==> src/rtl/jogo_pkg.sv <==
`default_nettype none
// ============================================================================
//  Module      : jogo_pkg
//  Description : Shared geometry, game constants, FSM state type and the
//                paddle-move helper for the game-logic stage.
//  Revision    : 1.0 - initial release
// ============================================================================
package jogo_pkg;

    localparam logic [10:0] SCREEN_W    = 11'd640;
    localparam logic [10:0] SCREEN_H    = 11'd480;
    localparam logic [10:0] PADDLE_H    = 11'd90;
    localparam logic [10:0] PADDLE_STEP = 11'd4;
    localparam logic [10:0] BALL_SIZE   = 11'd8;
    localparam logic [10:0] BALL_STEP   = 11'd3;
    localparam logic [10:0] P1_FACE_X   = 11'd35;
    localparam logic [10:0] P2_FACE_X   = 11'd605;
    localparam logic [3:0]  WIN_SCORE   = 4'd9;
    localparam logic [5:0]  POINT_PAUSE = 6'd60;

    localparam logic [10:0] C_CENTRO_X       = (SCREEN_W - BALL_SIZE) >> 1;
    localparam logic [10:0] C_CENTRO_Y       = (SCREEN_H - BALL_SIZE) >> 1;
    localparam logic [10:0] C_PALETE_MAX_MIN = SCREEN_H - PADDLE_H;
    localparam logic [10:0] C_BOLA_LIM_Y     = SCREEN_H - BALL_SIZE;
    localparam logic [10:0] C_PALETE_INI     = (SCREEN_H - PADDLE_H) >> 1;

    typedef enum logic [1:0] {
        SAQUE = 2'd0,
        JOGO  = 2'd1,
        PONTO = 2'd2,
        FIM   = 2'd3
    } estado_t;

    // Next paddle top row; opposing buttons cancel out.
    function automatic logic [10:0] move_palete(input logic [10:0] ymin,
                                                input logic        sobe,
                                                input logic        desce);
        logic [10:0] novo;
        novo = ymin;
        if (sobe && !desce) begin
            novo = (ymin < PADDLE_STEP) ? 11'd0 : ymin - PADDLE_STEP;
        end else if (desce && !sobe) begin
            novo = (ymin >= C_PALETE_MAX_MIN - PADDLE_STEP) ? C_PALETE_MAX_MIN
                                                            : ymin + PADDLE_STEP;
        end
        return novo;
    endfunction

endpackage
`default_nettype wire

==> src/rtl/logica_jogo_sincronizador.sv <==
`default_nettype none
// ============================================================================
//  Module      : sincronizador_botao
//  Description : Two-flop synchroniser for a raw button; the output is either
//                the synchronised level or a one-clock rising-edge pulse.
//  Revision    : 1.0 - initial release
// ============================================================================
module sincronizador_botao #(
    parameter bit BORDA = 1'b0
) (
    input  logic clock,
    input  logic reset_n,
    input  logic botao,
    output logic saida
);

    logic r_meta;
    logic r_sinc;

    always_ff @(posedge clock or negedge reset_n) begin
        if (!reset_n) begin
            r_meta <= 1'b0;
            r_sinc <= 1'b0;
        end else begin
            r_meta <= botao;
            r_sinc <= r_meta;
        end
    end

    generate
        if (BORDA) begin : g_borda
            logic r_ant;
            logic r_subida;

            always_ff @(posedge clock or negedge reset_n) begin
                if (!reset_n) begin
                    r_ant    <= 1'b0;
                    r_subida <= 1'b0;
                end else begin
                    r_ant    <= r_sinc;
                    r_subida <= r_sinc & ~r_ant;
                end
            end

            assign saida = r_subida;
        end else begin : g_nivel
            assign saida = r_sinc;
        end
    endgenerate

endmodule
`default_nettype wire

==> src/rtl/logica_jogo.sv <==
`default_nettype none
// ============================================================================
//  Module      : logica_jogo
//  Description : Pong game logic - paddles, ball, scores, serve LFSR and the
//                match FSM, all advancing once per frame_tick.
//  Revision    : 1.0 - initial release
// ============================================================================
module logica_jogo
    import jogo_pkg::*;
(
    input  logic        clock,
    input  logic        reset_n,
    input  logic        frame_tick,
    input  logic        p1_up,
    input  logic        p1_down,
    input  logic        p2_up,
    input  logic        p2_down,
    input  logic        iniciar,
    output logic [10:0] palete1YMaximo,
    output logic [10:0] palete1YMinimo,
    output logic [10:0] palete2YMaximo,
    output logic [10:0] palete2Yminimo,
    output logic [10:0] bola_x,
    output logic [10:0] bola_y,
    output logic [3:0]  placar1,
    output logic [3:0]  placar2,
    output logic [3:0]  sorteio,
    output logic [1:0]  estado
);

    logic w_p1_up, w_p1_down, w_p2_up, w_p2_down, w_inicio_borda;

    sincronizador_botao #(.BORDA(1'b0)) u_sinc_p1_up   (.clock(clock), .reset_n(reset_n), .botao(p1_up),   .saida(w_p1_up));
    sincronizador_botao #(.BORDA(1'b0)) u_sinc_p1_down (.clock(clock), .reset_n(reset_n), .botao(p1_down), .saida(w_p1_down));
    sincronizador_botao #(.BORDA(1'b0)) u_sinc_p2_up   (.clock(clock), .reset_n(reset_n), .botao(p2_up),   .saida(w_p2_up));
    sincronizador_botao #(.BORDA(1'b0)) u_sinc_p2_down (.clock(clock), .reset_n(reset_n), .botao(p2_down), .saida(w_p2_down));
    sincronizador_botao #(.BORDA(1'b1)) u_sinc_iniciar (.clock(clock), .reset_n(reset_n), .botao(iniciar), .saida(w_inicio_borda));

    logic [3:0]  r_lfsr;
    logic        r_inicio_pend;
    estado_t     r_estado;
    logic [10:0] r_p1_min, r_p1_max, r_p2_min, r_p2_max;
    logic [10:0] r_bx, r_by;
    logic        r_dx, r_dy;
    logic [3:0]  r_placar1, r_placar2;
    logic [5:0]  r_pausa;

    // x^4 + x^3 + 1: the all-zero state is unreachable from the seed.
    always_ff @(posedge clock or negedge reset_n) begin
        if (!reset_n) begin
            r_lfsr <= 4'b1001;
        end else begin
            r_lfsr <= {r_lfsr[2:0], r_lfsr[3] ^ r_lfsr[2]};
        end
    end

    // A start edge waits here until the next frame consumes it.
    always_ff @(posedge clock or negedge reset_n) begin
        if (!reset_n) begin
            r_inicio_pend <= 1'b0;
        end else if (frame_tick) begin
            r_inicio_pend <= 1'b0;
        end else if (w_inicio_borda) begin
            r_inicio_pend <= 1'b1;
        end
    end

    logic w_inicio;
    assign w_inicio = r_inicio_pend | w_inicio_borda;

    logic [10:0] w_p1_min, w_p2_min;
    assign w_p1_min = move_palete(r_p1_min, w_p1_up, w_p1_down);
    assign w_p2_min = move_palete(r_p2_min, w_p2_up, w_p2_down);

    logic [10:0] w_bx, w_by;
    logic        w_dx, w_dy;
    logic        w_sobre1, w_sobre2;
    logic        w_erro_esq, w_erro_dir;
    logic [3:0]  w_placar1_inc, w_placar2_inc;

    assign w_placar1_inc = r_placar1 + 4'd1;
    assign w_placar2_inc = r_placar2 + 4'd1;

    // One JOGO step: vertical first, then horizontal against the updated row.
    always_comb begin
        w_bx       = r_bx;
        w_by       = r_by;
        w_dx       = r_dx;
        w_dy       = r_dy;
        w_erro_esq = 1'b0;
        w_erro_dir = 1'b0;

        if (!r_dy) begin
            if (r_by < BALL_STEP) begin
                w_by = 11'd0;
                w_dy = 1'b1;
            end else begin
                w_by = r_by - BALL_STEP;
            end
        end else begin
            if (r_by + BALL_SIZE - 11'd1 + BALL_STEP > SCREEN_H - 11'd1) begin
                w_by = C_BOLA_LIM_Y;
                w_dy = 1'b0;
            end else begin
                w_by = r_by + BALL_STEP;
            end
        end

        w_sobre1 = (w_by <= r_p1_max) && (w_by + BALL_SIZE - 11'd1 >= r_p1_min);
        w_sobre2 = (w_by <= r_p2_max) && (w_by + BALL_SIZE - 11'd1 >= r_p2_min);

        if (!r_dx) begin
            if ((r_bx > P1_FACE_X) && (r_bx <= P1_FACE_X + BALL_STEP) && w_sobre1) begin
                w_bx = P1_FACE_X + 11'd1;
                w_dx = 1'b1;
            end else if (r_bx < BALL_STEP) begin
                w_erro_esq = 1'b1;
            end else begin
                w_bx = r_bx - BALL_STEP;
            end
        end else begin
            if ((r_bx + BALL_SIZE - 11'd1 < P2_FACE_X) &&
                (r_bx + BALL_SIZE - 11'd1 + BALL_STEP >= P2_FACE_X) && w_sobre2) begin
                w_bx = P2_FACE_X - BALL_SIZE;
                w_dx = 1'b0;
            end else if (r_bx + BALL_SIZE - 11'd1 + BALL_STEP > SCREEN_W - 11'd1) begin
                w_erro_dir = 1'b1;
            end else begin
                w_bx = r_bx + BALL_STEP;
            end
        end
    end

    always_ff @(posedge clock or negedge reset_n) begin
        if (!reset_n) begin
            r_estado  <= SAQUE;
            r_p1_min  <= C_PALETE_INI;
            r_p1_max  <= C_PALETE_INI + PADDLE_H - 11'd1;
            r_p2_min  <= C_PALETE_INI;
            r_p2_max  <= C_PALETE_INI + PADDLE_H - 11'd1;
            r_bx      <= C_CENTRO_X;
            r_by      <= C_CENTRO_Y;
            r_dx      <= 1'b0;
            r_dy      <= 1'b0;
            r_placar1 <= 4'd0;
            r_placar2 <= 4'd0;
            r_pausa   <= 6'd0;
        end else if (frame_tick) begin
            if (r_estado != FIM) begin
                r_p1_min <= w_p1_min;
                r_p1_max <= w_p1_min + PADDLE_H - 11'd1;
                r_p2_min <= w_p2_min;
                r_p2_max <= w_p2_min + PADDLE_H - 11'd1;
            end

            case (r_estado)
                SAQUE: begin
                    r_bx <= C_CENTRO_X;
                    r_by <= C_CENTRO_Y;
                    if (w_inicio) begin
                        r_dx     <= r_lfsr[0];
                        r_dy     <= r_lfsr[1];
                        r_estado <= JOGO;
                    end
                end
                JOGO: begin
                    r_bx <= w_bx;
                    r_by <= w_by;
                    r_dx <= w_dx;
                    r_dy <= w_dy;
                    if (w_erro_esq) begin
                        r_placar2 <= w_placar2_inc;
                        r_pausa   <= POINT_PAUSE;
                        r_estado  <= (w_placar2_inc == WIN_SCORE) ? FIM : PONTO;
                    end else if (w_erro_dir) begin
                        r_placar1 <= w_placar1_inc;
                        r_pausa   <= POINT_PAUSE;
                        r_estado  <= (w_placar1_inc == WIN_SCORE) ? FIM : PONTO;
                    end
                end
                PONTO: begin
                    if (r_pausa <= 6'd1) begin
                        r_pausa  <= 6'd0;
                        r_bx     <= C_CENTRO_X;
                        r_by     <= C_CENTRO_Y;
                        r_dx     <= r_lfsr[0];
                        r_dy     <= r_lfsr[1];
                        r_estado <= JOGO;
                    end else begin
                        r_pausa <= r_pausa - 6'd1;
                    end
                end
                FIM: begin
                    if (w_inicio) begin
                        r_placar1 <= 4'd0;
                        r_placar2 <= 4'd0;
                        r_bx      <= C_CENTRO_X;
                        r_by      <= C_CENTRO_Y;
                        r_estado  <= SAQUE;
                    end
                end
                default: r_estado <= SAQUE;
            endcase
        end
    end

    assign palete1YMinimo = r_p1_min;
    assign palete1YMaximo = r_p1_max;
    assign palete2Yminimo = r_p2_min;
    assign palete2YMaximo = r_p2_max;
    assign bola_x         = r_bx;
    assign bola_y         = r_by;
    assign placar1        = r_placar1;
    assign placar2        = r_placar2;
    assign sorteio        = r_lfsr;
    assign estado         = r_estado;

endmodule
`default_nettype wire

==> config.mk <==
export PLATFORM = sky130hd
export DESIGN_NAME = logica_jogo
export DESIGN_NICKNAME = d
export VERILOG_FILES = /design/src/rtl/jogo_pkg.sv /design/src/rtl/logica_jogo_sincronizador.sv /design/src/rtl/logica_jogo.sv
export SDC_FILE = /design/constraint.sdc
export NUM_CORES = 1
export LEC_CHECK = 0
export BUFFER_PORTS_ARGS = -buffer_cell sky130_fd_sc_hd__buf_4
export CORE_MARGIN = 4
export CORE_UTILIZATION = 25
export CTS_BUF_LIST = sky130_fd_sc_hd__clkbuf_8
export DETAILED_ROUTE_END_ITERATION = 10
export PLACE_DENSITY_LB_ADDON = 0.25
export SYNTH_ARGS = -nofsm -noshare
export SYNTH_HDL_FRONTEND = slang
export SYNTH_SLANG_ARGS = --single-unit
==> constraint.sdc <==
create_clock -name clock -period 14.8 [get_ports clock]
set_clock_uncertainty 0.2 [all_clocks]
set_input_delay 0 -clock clock [delete_from_list [all_inputs] [get_ports clock]]
set_output_delay 0 -clock clock [all_outputs]
set_load 0.1 [all_outputs]
==> impl_metrics.tcl <==
set metrics [dict create \
    status "finished clean" \
    drive_above_1_share_pct 14.89 \
    rrSetupSlack_ns 7.34 \
    synth_fp_nets 1100 \
    ant_nets 0 \
    worst_pin_slew_ns 1.150 \
    wl_met2_um 12280 \
    cts_buffer_depth 2 \
    max-slew-margin-rel_pct 23.32 \
    post_drt_wl_per_cell_um 17.14 \
    synth.cell_area_mm2 0.008448 \
    cp-end-kind "register" \
    hpwl_um 20020 \
    post-route-cell-area_mm2 0.009796 \
    dpl.cell_count 1511 \
    synth_cell_types 88 \
    clock_sinks 101 \
    grt_pass1_wl_um 42170 \
    placed_area_mm2 0.009503 \
    postSynthAreaPerCell_um2 8.299 \
    grt_max_degree 69 \
    cts_root_buffer "clkbuf_8" \
    ctsResizeCount 0 \
    fill_cells 3567 \
    period_share_pct 50.41 \
    port-buffer-count 87 \
    htreeDepth 3 \
    antennaDiodeCount 0 \
    crit_type "register to register" \
    initial_core_util_pct 25.26 \
    core_area_mm2 0.03345 \
    finalSetupTns_ns 0 \
    holdPathEnd "u_sinc_p1_down.r_meta" \
    yosysSeqAreaShare_pct 30.33 \
    seqCellArea_mm2 0.002562 \
    fmax_mhz 134.0 \
    cp-startpoint "bola_y[1]" \
    drt_first_pass_iters 5 \
    synth_edf_count 0 \
    grt_use_total_pct 14.38 \
    fin_cells 1536 \
    tritoncts "yes" \
    drv_cap 0 \
    finalMaxSlewViolations 0 \
    final_common_cell "nand2_1" \
    ff2ff_path_depth 22 \
    cts_buffers 9 \
    dr.max_layer_used "met4" \
    routabilityCongestion 0.8558 \
    synth_warnings 0 \
    routed_wl_um 26330 \
    multiInputGateArea_mm2 0.005423 \
    critPathArrivalTime_ns 7.59 \
    cp_data_required_time_ns 14.93 \
    clk_pin_slew_worst_paths_ns 0.13 \
    nNetsFinal 1165 \
    antenna_found_initial 0 \
    regToRegStartpoint "bola_y[1]" \
    hp-start "p1_down" \
    synthesis.instances 1018 \
    setup_viol 0 \
    die_area_mm2 0.03680 \
    drt-initial-drc-count 554 \
    dieWidth_um 191.8 \
    num_rows 67 \
    utilization_pct 29.29 \
    worstPathMaxFanout 16 \
    r2r_end "bola_x[10]" \
    areaGrowthSynthToFinish_pct 15.95 \
    finalHoldViolCount 0 \
    routed_via_density 5.076 \
    ioPinCount 88 \
    clock_latency_ns 0.42 \
    async_flop_share_pct 100.0 \
    die_y_um 191.8 \
    grt_overflow 0 \
    min_period_ns 7.460 \
    wl_met1_um 12260 \
    min_path_type "input pin to register" \
    num_vias 7797 \
    ys.flop_type "dfrtp_1" \
    ys_ff_latch 101 \
    most-common-layout-cells "nand2_1 (102), buf_4 (92), o21ai_0 (84)" \
    rsz0062_at_grt "no" \
    worstHoldPathCells 2 \
    dr_wl_met3_um 1248 \
    grt_pass1_vias 7434 \
    cp-start-kind "register" \
    drc_errors 0 \
]
state kept, by name, summed over array words and instances, names as in the netlist, 2 cells and up:
signal          flops
palete2YMaximo     11
palete1YMaximo     11
palete1YMinimo     11
palete2Yminimo     11
bola_x             11
estado              2
placar2             4
placar1             4
sorteio             4
bola_y             11
r_pausa             6
cells by family (layout without fill, tap and decap cells):
kind of cell / count (synthesis) / in the layout / share of synthesized area (%)
and+or+nand+nor: 351 / 351 / 21.09
AOI/OAI and AO/OA: 313 / 313 / 25.21
buffers and inverters: 118 / 188 / 5.539
DFF: 101 / 101 / 30.33
adders and majority gates: 74 / 74 / 10.96
xor gates and xnor gates: 57 / 57 / 6.398
muxes: 4 / 4 / 0.4740
Yosys cell counts, drive strengths merged (4+ instances only):
master / instances / area share [%]
a211oi: 14 / 1.2
a21boi: 4 / 0.36
a21o: 15 / 1.3
a21oi: 56 / 3.4
a22o: 7 / 0.73
a311oi: 4 / 0.41
a31o: 4 / 0.41
a31oi: 7 / 0.52
and2: 6 / 0.44
and3: 8 / 0.59
and4: 5 / 0.52
buf: 11 / 0.77
clkbuf: 36 / 1.6
dfrtp: 73 / 22
dfstp: 28 / 8.7
ha: 74 / 11
inv: 71 / 3.2
mux2i: 4 / 0.47
nand2: 102 / 4.5
nand2b: 19 / 1.4
nand3: 35 / 2.1
nand4: 18 / 1.4
nor2: 64 / 2.8
nor2b: 18 / 1.3
nor3: 27 / 1.7
nor3b: 4 / 0.36
nor4: 9 / 0.67
nor4b: 5 / 0.52
o2111ai: 4 / 0.41
o211ai: 5 / 0.44
o21a: 11 / 0.98
o21ai: 95 / 5.6
o221ai: 7 / 0.73
o22ai: 11 / 0.81
o311ai: 8 / 1.0
o31a: 4 / 0.41
o31ai: 11 / 1.2
o32a: 4 / 0.47
or3: 16 / 1.2
xnor2: 31 / 3.6
xor2: 26 / 2.8
metal layers:
metal	vias up	GRT usage (%)
met3	25	2.363
met1	3736	19.83
met5	-	0
li1	3861	-
met4	0	4.365
met2	175	23.11
critical path: stages (launching register included):
cell and delay (ns):
dfrtp_1 0.47, inv_1 0.13, ha_1 0.30, nand2b_1 0.18, a41o_1 0.24, a221oi_1 0.27, o21ai_0 0.18, a21oi_1 0.94
o21ai_0 0.53, ha_1 0.39, nand2b_1 0.15, nand2_1 0.09, xnor2_1 0.20, ha_1 0.34, o2111ai_1 0.10, o21ai_0 0.21
a21oi_1 0.10, o21ai_0 0.27, nand3_1 0.24, o31ai_2 0.85, o21ba_1 0.45, nand2_1 0.25, o311ai_1 0.31
metrics by stage:
| step | hold slack [ns] | setup slack (ns) |
|---|---|---|
| floorplan | -0.4956 | 8.871 |
| global placement | -0.2023 | 7.651 |
| detailed placement | -0.2095 | 7.380 |
| CTS | 0.01329 | 7.342 |
| global route | 0.02208 | 6.672 |
| finish | 0.04238 | 7.340 |
layout make-up:
cell class / instances / area share [%]
clock buffer: 10 / 1.405
clock inverter: 6 / 0.5620
inverter: 71 / 2.721
multi-input combinational: 799 / 55.36
sequential: 101 / 26.16
tap: 448 / 5.722
timing repair buffer: 101 / 8.073
timing repair:
action / in CTS / in global routing
buffers inserted: 0 / 0
hold endpoints to repair: 53 / 0
hold buffers: 9 / 0
worst max-delay path by stage:
stage,to,slack [ns],cells past startpoint
floorplan,r_pausa[4],8.87,23
global placement,bola_x[10],7.65,21
detailed placement,bola_x[10],7.38,22
CTS,bola_x[10],7.34,22
global route,bola_x[10],6.67,22
finish,bola_x[10],7.34,22
Power is not shown: default switching activity piles up to over one toggle a cycle in this logic, so the estimate is an artifact.
